### src/rtl/alu_ctrl_pkg.sv
`default_nettype none
// ============================================================================
// Package     : alu_ctrl_pkg
// Description : Shared ALU function codes, arbiter FSM state and grant-ID type.
// Revision    : 1.0 - initial release
// ============================================================================
package alu_ctrl_pkg;

    localparam logic [2:0] F_AND = 3'b000;
    localparam logic [2:0] F_OR  = 3'b001;
    localparam logic [2:0] F_ADD = 3'b010;
    localparam logic [2:0] F_SUB = 3'b110;
    localparam logic [2:0] F_SLT = 3'b111;

    typedef enum logic [1:0] {
        IDLE  = 2'd0,
        ISSUE = 2'd1,
        RESP  = 2'd2
    } state_t;

    typedef logic grant_id_t;

    // Two-requester one-hot grant collapses to the index of its upper bit.
    function automatic grant_id_t onehot_to_id(input logic [1:0] oh);
        return oh[1];
    endfunction

endpackage : alu_ctrl_pkg
`default_nettype wire

### src/rtl/arb_rr_pick.sv
`default_nettype none
// ============================================================================
// Module      : arb_rr_pick
// Description : Two-way grant selection; round-robin when
//               ALU_ARB_ROUND_ROBIN_EN is defined, fixed priority otherwise.
// Revision    : 1.0 - initial release
// ============================================================================
module arb_rr_pick
    import alu_ctrl_pkg::*;
(
    input  logic       i_valid0,
    input  logic       i_valid1,
    input  grant_id_t  i_ptr,
    output logic [1:0] o_grant
);

`ifdef ALU_ARB_ROUND_ROBIN_EN
    // On contention the requester that did not win last time gets the grant.
    always_comb begin
        o_grant = 2'b00;
        if (i_valid0 && i_valid1) begin
            o_grant = (i_ptr == 1'b1) ? 2'b01 : 2'b10;
        end else if (i_valid0) begin
            o_grant = 2'b01;
        end else if (i_valid1) begin
            o_grant = 2'b10;
        end
    end
`else
    logic w_unused_ptr;
    assign w_unused_ptr = i_ptr;

    always_comb begin
        o_grant = 2'b00;
        if (i_valid0) begin
            o_grant = 2'b01;
        end else if (i_valid1) begin
            o_grant = 2'b10;
        end
    end
`endif

endmodule : arb_rr_pick
`default_nettype wire

### src/rtl/alu_arbiter.sv
`default_nettype none
// ============================================================================
// Module      : alu_arbiter
// Description : Shares one external combinational ALU between two requesters;
//               handshake, issue, response in three cycles.
//               Optional macro: ALU_ARB_ROUND_ROBIN_EN (round-robin grant).
// Revision    : 1.0 - initial release
// ============================================================================
module alu_arbiter
    import alu_ctrl_pkg::*;
#(
    parameter int WIDTH = 32
) (
    input  logic             clk,
    input  logic             reset,

    input  logic             req0_valid,
    output logic             req0_ready,
    input  logic [WIDTH-1:0] req0_a,
    input  logic [WIDTH-1:0] req0_b,
    input  logic [2:0]       req0_f,

    input  logic             req1_valid,
    output logic             req1_ready,
    input  logic [WIDTH-1:0] req1_a,
    input  logic [WIDTH-1:0] req1_b,
    input  logic [2:0]       req1_f,

    output logic             rsp0_valid,
    output logic [WIDTH-1:0] rsp0_y,
    output logic             rsp0_zero,

    output logic             rsp1_valid,
    output logic [WIDTH-1:0] rsp1_y,
    output logic             rsp1_zero,

    output logic [WIDTH-1:0] alu_a,
    output logic [WIDTH-1:0] alu_b,
    output logic [2:0]       alu_f,
    input  logic [WIDTH-1:0] alu_y,
    input  logic             alu_zero
);

    state_t           r_state;
    state_t           w_state_nxt;
    grant_id_t        r_last;
    grant_id_t        r_id;
    grant_id_t        w_gid;
    logic [WIDTH-1:0] r_a;
    logic [WIDTH-1:0] r_b;
    logic [2:0]       r_f;
    logic [1:0]       w_grant;
    logic             w_idle;
    logic             w_hs;
    logic [WIDTH-1:0] r_rsp0_y;
    logic [WIDTH-1:0] r_rsp1_y;
    logic             r_rsp0_zero;
    logic             r_rsp1_zero;

    arb_rr_pick u_pick (
        .i_valid0 (req0_valid),
        .i_valid1 (req1_valid),
        .i_ptr    (r_last),
        .o_grant  (w_grant)
    );

    // Ready is held low while reset is asserted, whatever the current state.
    assign w_idle     = (r_state == IDLE) && !reset;
    assign req0_ready = w_idle && w_grant[0];
    assign req1_ready = w_idle && w_grant[1];
    assign w_hs       = req0_ready || req1_ready;
    assign w_gid      = onehot_to_id(w_grant);

    always_ff @(posedge clk) begin
        if (reset) begin
            r_state <= IDLE;
        end else begin
            r_state <= w_state_nxt;
        end
    end

    always_comb begin
        w_state_nxt = r_state;
        case (r_state)
            IDLE:    if (w_hs) w_state_nxt = ISSUE;
            ISSUE:   w_state_nxt = RESP;
            RESP:    w_state_nxt = IDLE;
            default: w_state_nxt = IDLE;
        endcase
    end

    always_ff @(posedge clk) begin
        if (reset) begin
            r_a    <= '0;
            r_b    <= '0;
            r_f    <= '0;
            r_id   <= 1'b0;
            r_last <= 1'b1;
        end else if (w_hs) begin
            r_a    <= w_gid ? req1_a : req0_a;
            r_b    <= w_gid ? req1_b : req0_b;
            r_f    <= w_gid ? req1_f : req0_f;
            r_id   <= w_gid;
            r_last <= w_gid;
        end
    end

    always_comb begin
        alu_a = '0;
        alu_b = '0;
        alu_f = '0;
        if (r_state == ISSUE) begin
            alu_a = r_a;
            alu_b = r_b;
            alu_f = r_f;
        end
    end

    // Per-requester result registers only move when that requester is served.
    always_ff @(posedge clk) begin
        if (reset) begin
            r_rsp0_y    <= '0;
            r_rsp0_zero <= 1'b0;
            r_rsp1_y    <= '0;
            r_rsp1_zero <= 1'b0;
        end else if (r_state == ISSUE) begin
            if (r_id == 1'b0) begin
                r_rsp0_y    <= alu_y;
                r_rsp0_zero <= alu_zero;
            end else begin
                r_rsp1_y    <= alu_y;
                r_rsp1_zero <= alu_zero;
            end
        end
    end

    assign rsp0_valid = (r_state == RESP) && (r_id == 1'b0);
    assign rsp1_valid = (r_state == RESP) && (r_id == 1'b1);
    assign rsp0_y     = r_rsp0_y;
    assign rsp0_zero  = r_rsp0_zero;
    assign rsp1_y     = r_rsp1_y;
    assign rsp1_zero  = r_rsp1_zero;

endmodule : alu_arbiter
`default_nettype wire

### config.mk
export PLATFORM = sky130hd
export DESIGN_NAME = alu_arbiter
export DESIGN_NICKNAME = d
export VERILOG_FILES = /design/src/rtl/alu_ctrl_pkg.sv /design/src/rtl/arb_rr_pick.sv /design/src/rtl/alu_arbiter.sv
export SDC_FILE = /design/constraint.sdc
export NUM_CORES = 1
export LEC_CHECK = 0
export ABC_AREA = 1
export CAP_MARGIN = 40
export CORE_MARGIN = 5
export CORE_UTILIZATION = 35
export DETAILED_ROUTE_END_ITERATION = 10
export PLACE_DENSITY = 0.68
export SLEW_MARGIN = 15
export SYNTH_ARGS = -nofsm -noshare
export SYNTH_HDL_FRONTEND = slang
export SYNTH_SLANG_ARGS = --single-unit
### constraint.sdc
create_clock -name clk -period 3.9 [get_ports clk]
set_input_delay 0.78 -clock clk [delete_from_list [all_inputs] [get_ports clk]]
set_output_delay 0.78 -clock clk [all_outputs]
set_load 0.05 [all_outputs]
==> load_flow_metrics.sql <==
INSERT INTO impl_metrics (metric_group, metric, value, unit) VALUES
('layout', 'antenna_cells_inserted', '0', ''),
('synthesis', 'avgSynthCellArea', '6.23', 'um2'),
('synthesis', 'netlist_area', '6470', 'um2'),
('floorplanning', 'core.rowCount', '49', ''),
('layout', 'layout.core_utilization', '56.4', '%'),
('status', 'run_status', 'complete, no violations', ''),
('setup_path', 'critical_path_peak_fanout', '45', ''),
('global_routing', 'gr-total-overflow', '0', ''),
('timing', 'hold_viol_final', '0', ''),
('timing', 'final_max_slew_viol_count', '0', ''),
('power_and_ir_drop', 'leakage', '0.00443', 'uW'),
('clock_tree', 'worst_setup_hold_path_clk_slew', '0.06', 'ns'),
('synthesis', 'ys_seq_elements', '136', ''),
('timing', 'timing.final.setup_violations', '0', ''),
('timing', 'slew_headroom', '45.9', '%'),
('layout', 'fillerInstances', '1756', ''),
('route', 'detail_route.vias_per_cell', '4.66', ''),
('clock_tree', 'ctsHtreeMaxLevel', '4', ''),
('worst_hold_path', 'hold_path.class', 'reg2reg', ''),
('synthesis', 'synthesis.instances', '1038', ''),
('route', 'drt-wirelength-per-cell', '14.6', 'um'),
('synthesis', 'seq_area_frac_synth', '42.1', '%'),
('clock_tree', 'worst_skew_pair.late_latency', '0.42', 'ns'),
('clock_tree', 'cts_hold_repair.buffers', '0', ''),
('global_routing', 'grt_pass1_vias', '6687', ''),
('clock_tree', 'cts_setup_buffers', '0', ''),
('timing', 'grt_setup_unrepaired', 'no', ''),
('layout', 'num-nets-final', '1470', ''),
('route', 'drt.antenna.violating_nets', '0', ''),
('synthesis', 'unique_masters_post_synth', '17', ''),
('floorplanning', 'boundaryPins', '308', ''),
('timing', 'fmax', '285', 'MHz'),
('timing', 'period_minus_slack', '3.51', 'ns'),
('placement', 'gp_congestion', '0.765', ''),
('run', 'max_cap_violations', '0', ''),
('power_and_ir_drop', 'cellPowerDensity', '400', 'nW/um2'),
('setup_path', 'crit_start_category', 'flop', ''),
('global_routing', 'global_route.usage.total', '20.1', '%'),
('placement', 'place.port_buffers', '307', ''),
('timing', 'setup_total_negative_slack', '0', 'ns'),
('timing', 'period_share', '89.9', '%'),
('layout', 'fraction_of_layout_instances_using_a_drive_strength_above_1', '4.57', '%'),
('timing', 'max_slew.worst_pin.slew', '0.811', 'ns'),
('global_routing', 'antenna_violations_before_repair', '1', ''),
('floorplanning', 'dieHeight', '146', 'um'),
('route', 'drc_errors', '0', ''),
('route', 'drt_iter0_markers', '447', ''),
('global_routing', 'grt_max_degree', '69', ''),
('setup_path', 'worst_ep_required_time', '3.12', 'ns'),
('clock_tree', 'cts_made_buffers', '17', ''),
('timing', 'worst_clock_skew', '0.0100', 'ns'),
('setup_path', 'cp-end-kind', 'primary output', ''),
('clock_tree', 'post_cts.resized_instances', '0', ''),
('floorplanning', 'floorplan.core_area', '18100', 'um2'),
('synthesis', 'ys_warn_count', '0', ''),
('floorplanning', 'initial_utilization', '35.8', '%'),
('layout', 'area_delta_synth_final', '57.8', '%'),
('floorplanning', 'die-width', '146', 'um'),
('global_routing', 'first_pass_grt_wire_length', '35000', 'um'),
('route', 'detailedRoute.firstPassIterationCount', '4', ''),
('layout', 'multi_input_comb_area', '3120', 'um2'),
('synthesis', 'synth.net_count', '1209', ''),
('power_and_ir_drop', 'peakVddDrop', '0.279', 'mV'),
('floorplanning', 'die-area', '21300', 'um2'),
('setup_path', 'path_class', 'reg2out', ''),
('route', 'route.final.wire_length', '22500', 'um'),
('clock_tree', 'cts_tree', 'done', ''),
('setup_path', 'crit_arrival', '2.73', 'ns'),
('clock_tree', 'cts_root_buf', 'clkbuf_16', ''),
('layout', 'seqCellArea', '2720', 'um2'),
('route', 'routed-via-count', '7175', ''),
('clock_tree', 'clock_path_buffers', '2', ''),
('clock_tree', 'clkSinkCount', '136', ''),
('placement', 'dp.final_hpwl', '15400', 'um');
==> metrics by stage <==
step	total power, uW	hold WS (ns)	setup WS (ns)	instances	instance area (um2)
after global routing	4280	0.470	0.191	1541	10200
final	4080	0.459	0.393	1541	10200
after CTS	4140	0.461	0.333	1541	10200
after floorplan	2120	0.522	1.28	1038	6470
after detailed placement	2500	0.451	0.784	1509	9610
after global placement	2490	0.447	0.818	1509	9610
==> flip-flops by register name, summed over array words and instances (netlist names) <==
| signal | flops |
|---|---|
| r_b | 32 |
| rsp0_y | 32 |
| r_state | 2 |
| rsp1_y | 32 |
| rsp0_zero | 1 |
| rsp1_zero | 1 |
| r_a | 32 |
| r_f | 3 |
| r_id | 1 |
==> per-layer routing <==
metal	routed length (um)	GRT usage [%]	vias up
met5	13	0	-
li1	-	-	3719
met4	388	5.70	2
met3	2460	7.94	29
met2	10200	32.6	284
met1	9410	24.7	3141
==> cells by family after synthesis <==
family          count (synthesis)  synth area share [%]
flops                         136                  42.1
simple gates                  681                  42.6
buf+inv                       154                  10.0
compound gates                 67                  5.30
==> worst paths after layout <==
check | startpoint | end | slack [ns] | cells after the start
max | r_state[0] | alu_b[27] | 0.39 | 6
min | rsp0_y[19] | rsp0_y[19] | 0.46 | 2
max reg2reg | r_id | rsp0_y[25] | 1.93 | 6
min reg2reg | rsp0_y[19] | rsp0_y[19] | 0.46 | 2
==> cell usage after synthesis, drive strengths merged <==
master | instances | share of area (%)
nand2 | 338 | 20
nor2 | 205 | 12
dfxtp | 136 | 42
nand3 | 136 | 11
inv | 77 | 4.5
a21oi | 66 | 5.1
clkbuf | 42 | 2.4
buf | 35 | 3.1
nor3 | 2 | 0.15
o211ai | 1 | 0.19
==> final cells by class <==
class / count / area share, %
timing repair buffer: 319 / 31.4
multi-input combinational: 748 / 30.5
sequential: 136 / 26.7
clock buffer: 17 / 4.17
inverter: 77 / 2.83
tap: 229 / 2.81
clock inverter: 15 / 1.63
==> power by group <==
group	leakage, uW	switching (uW)	internal (uW)	total [uW]
combinational	0.00303	570	379	949
clock	0.000287	663	956	1620
sequential	0.00111	31.2	1480	1520
total	0.00443	1260	2820	4080
==> cell usage in the layout (no fill, tap or decap) <==
cell,n
dfxtp_1,136
inv_8,1
buf_2,1
inv_6,5
nand3_1,134
nor2_1,202
clkinvlp_4,2
inv_2,5
nor2_4,3
clkbuf_16,17
a21oi_1,66
buf_4,11
o211ai_4,1
nand2_1,337
nand2_2,1
bufinv_16,2
nand3_2,2
inv_1,72
buf_12,4
clkinv_2,2
clkinv_4,3
nor3_1,2
clkdlybuf4s50_1,303
==> critical path, cell delays in order (launching register included) <==
cell and delay [ns]:
dfxtp_1 0.33, inv_2 0.14, nor2_4 0.05, inv_2 0.58, buf_4 0.40, nor2_1 0.09, clkdlybuf4s50_1 0.71
(Power assumes the default switching activity.)
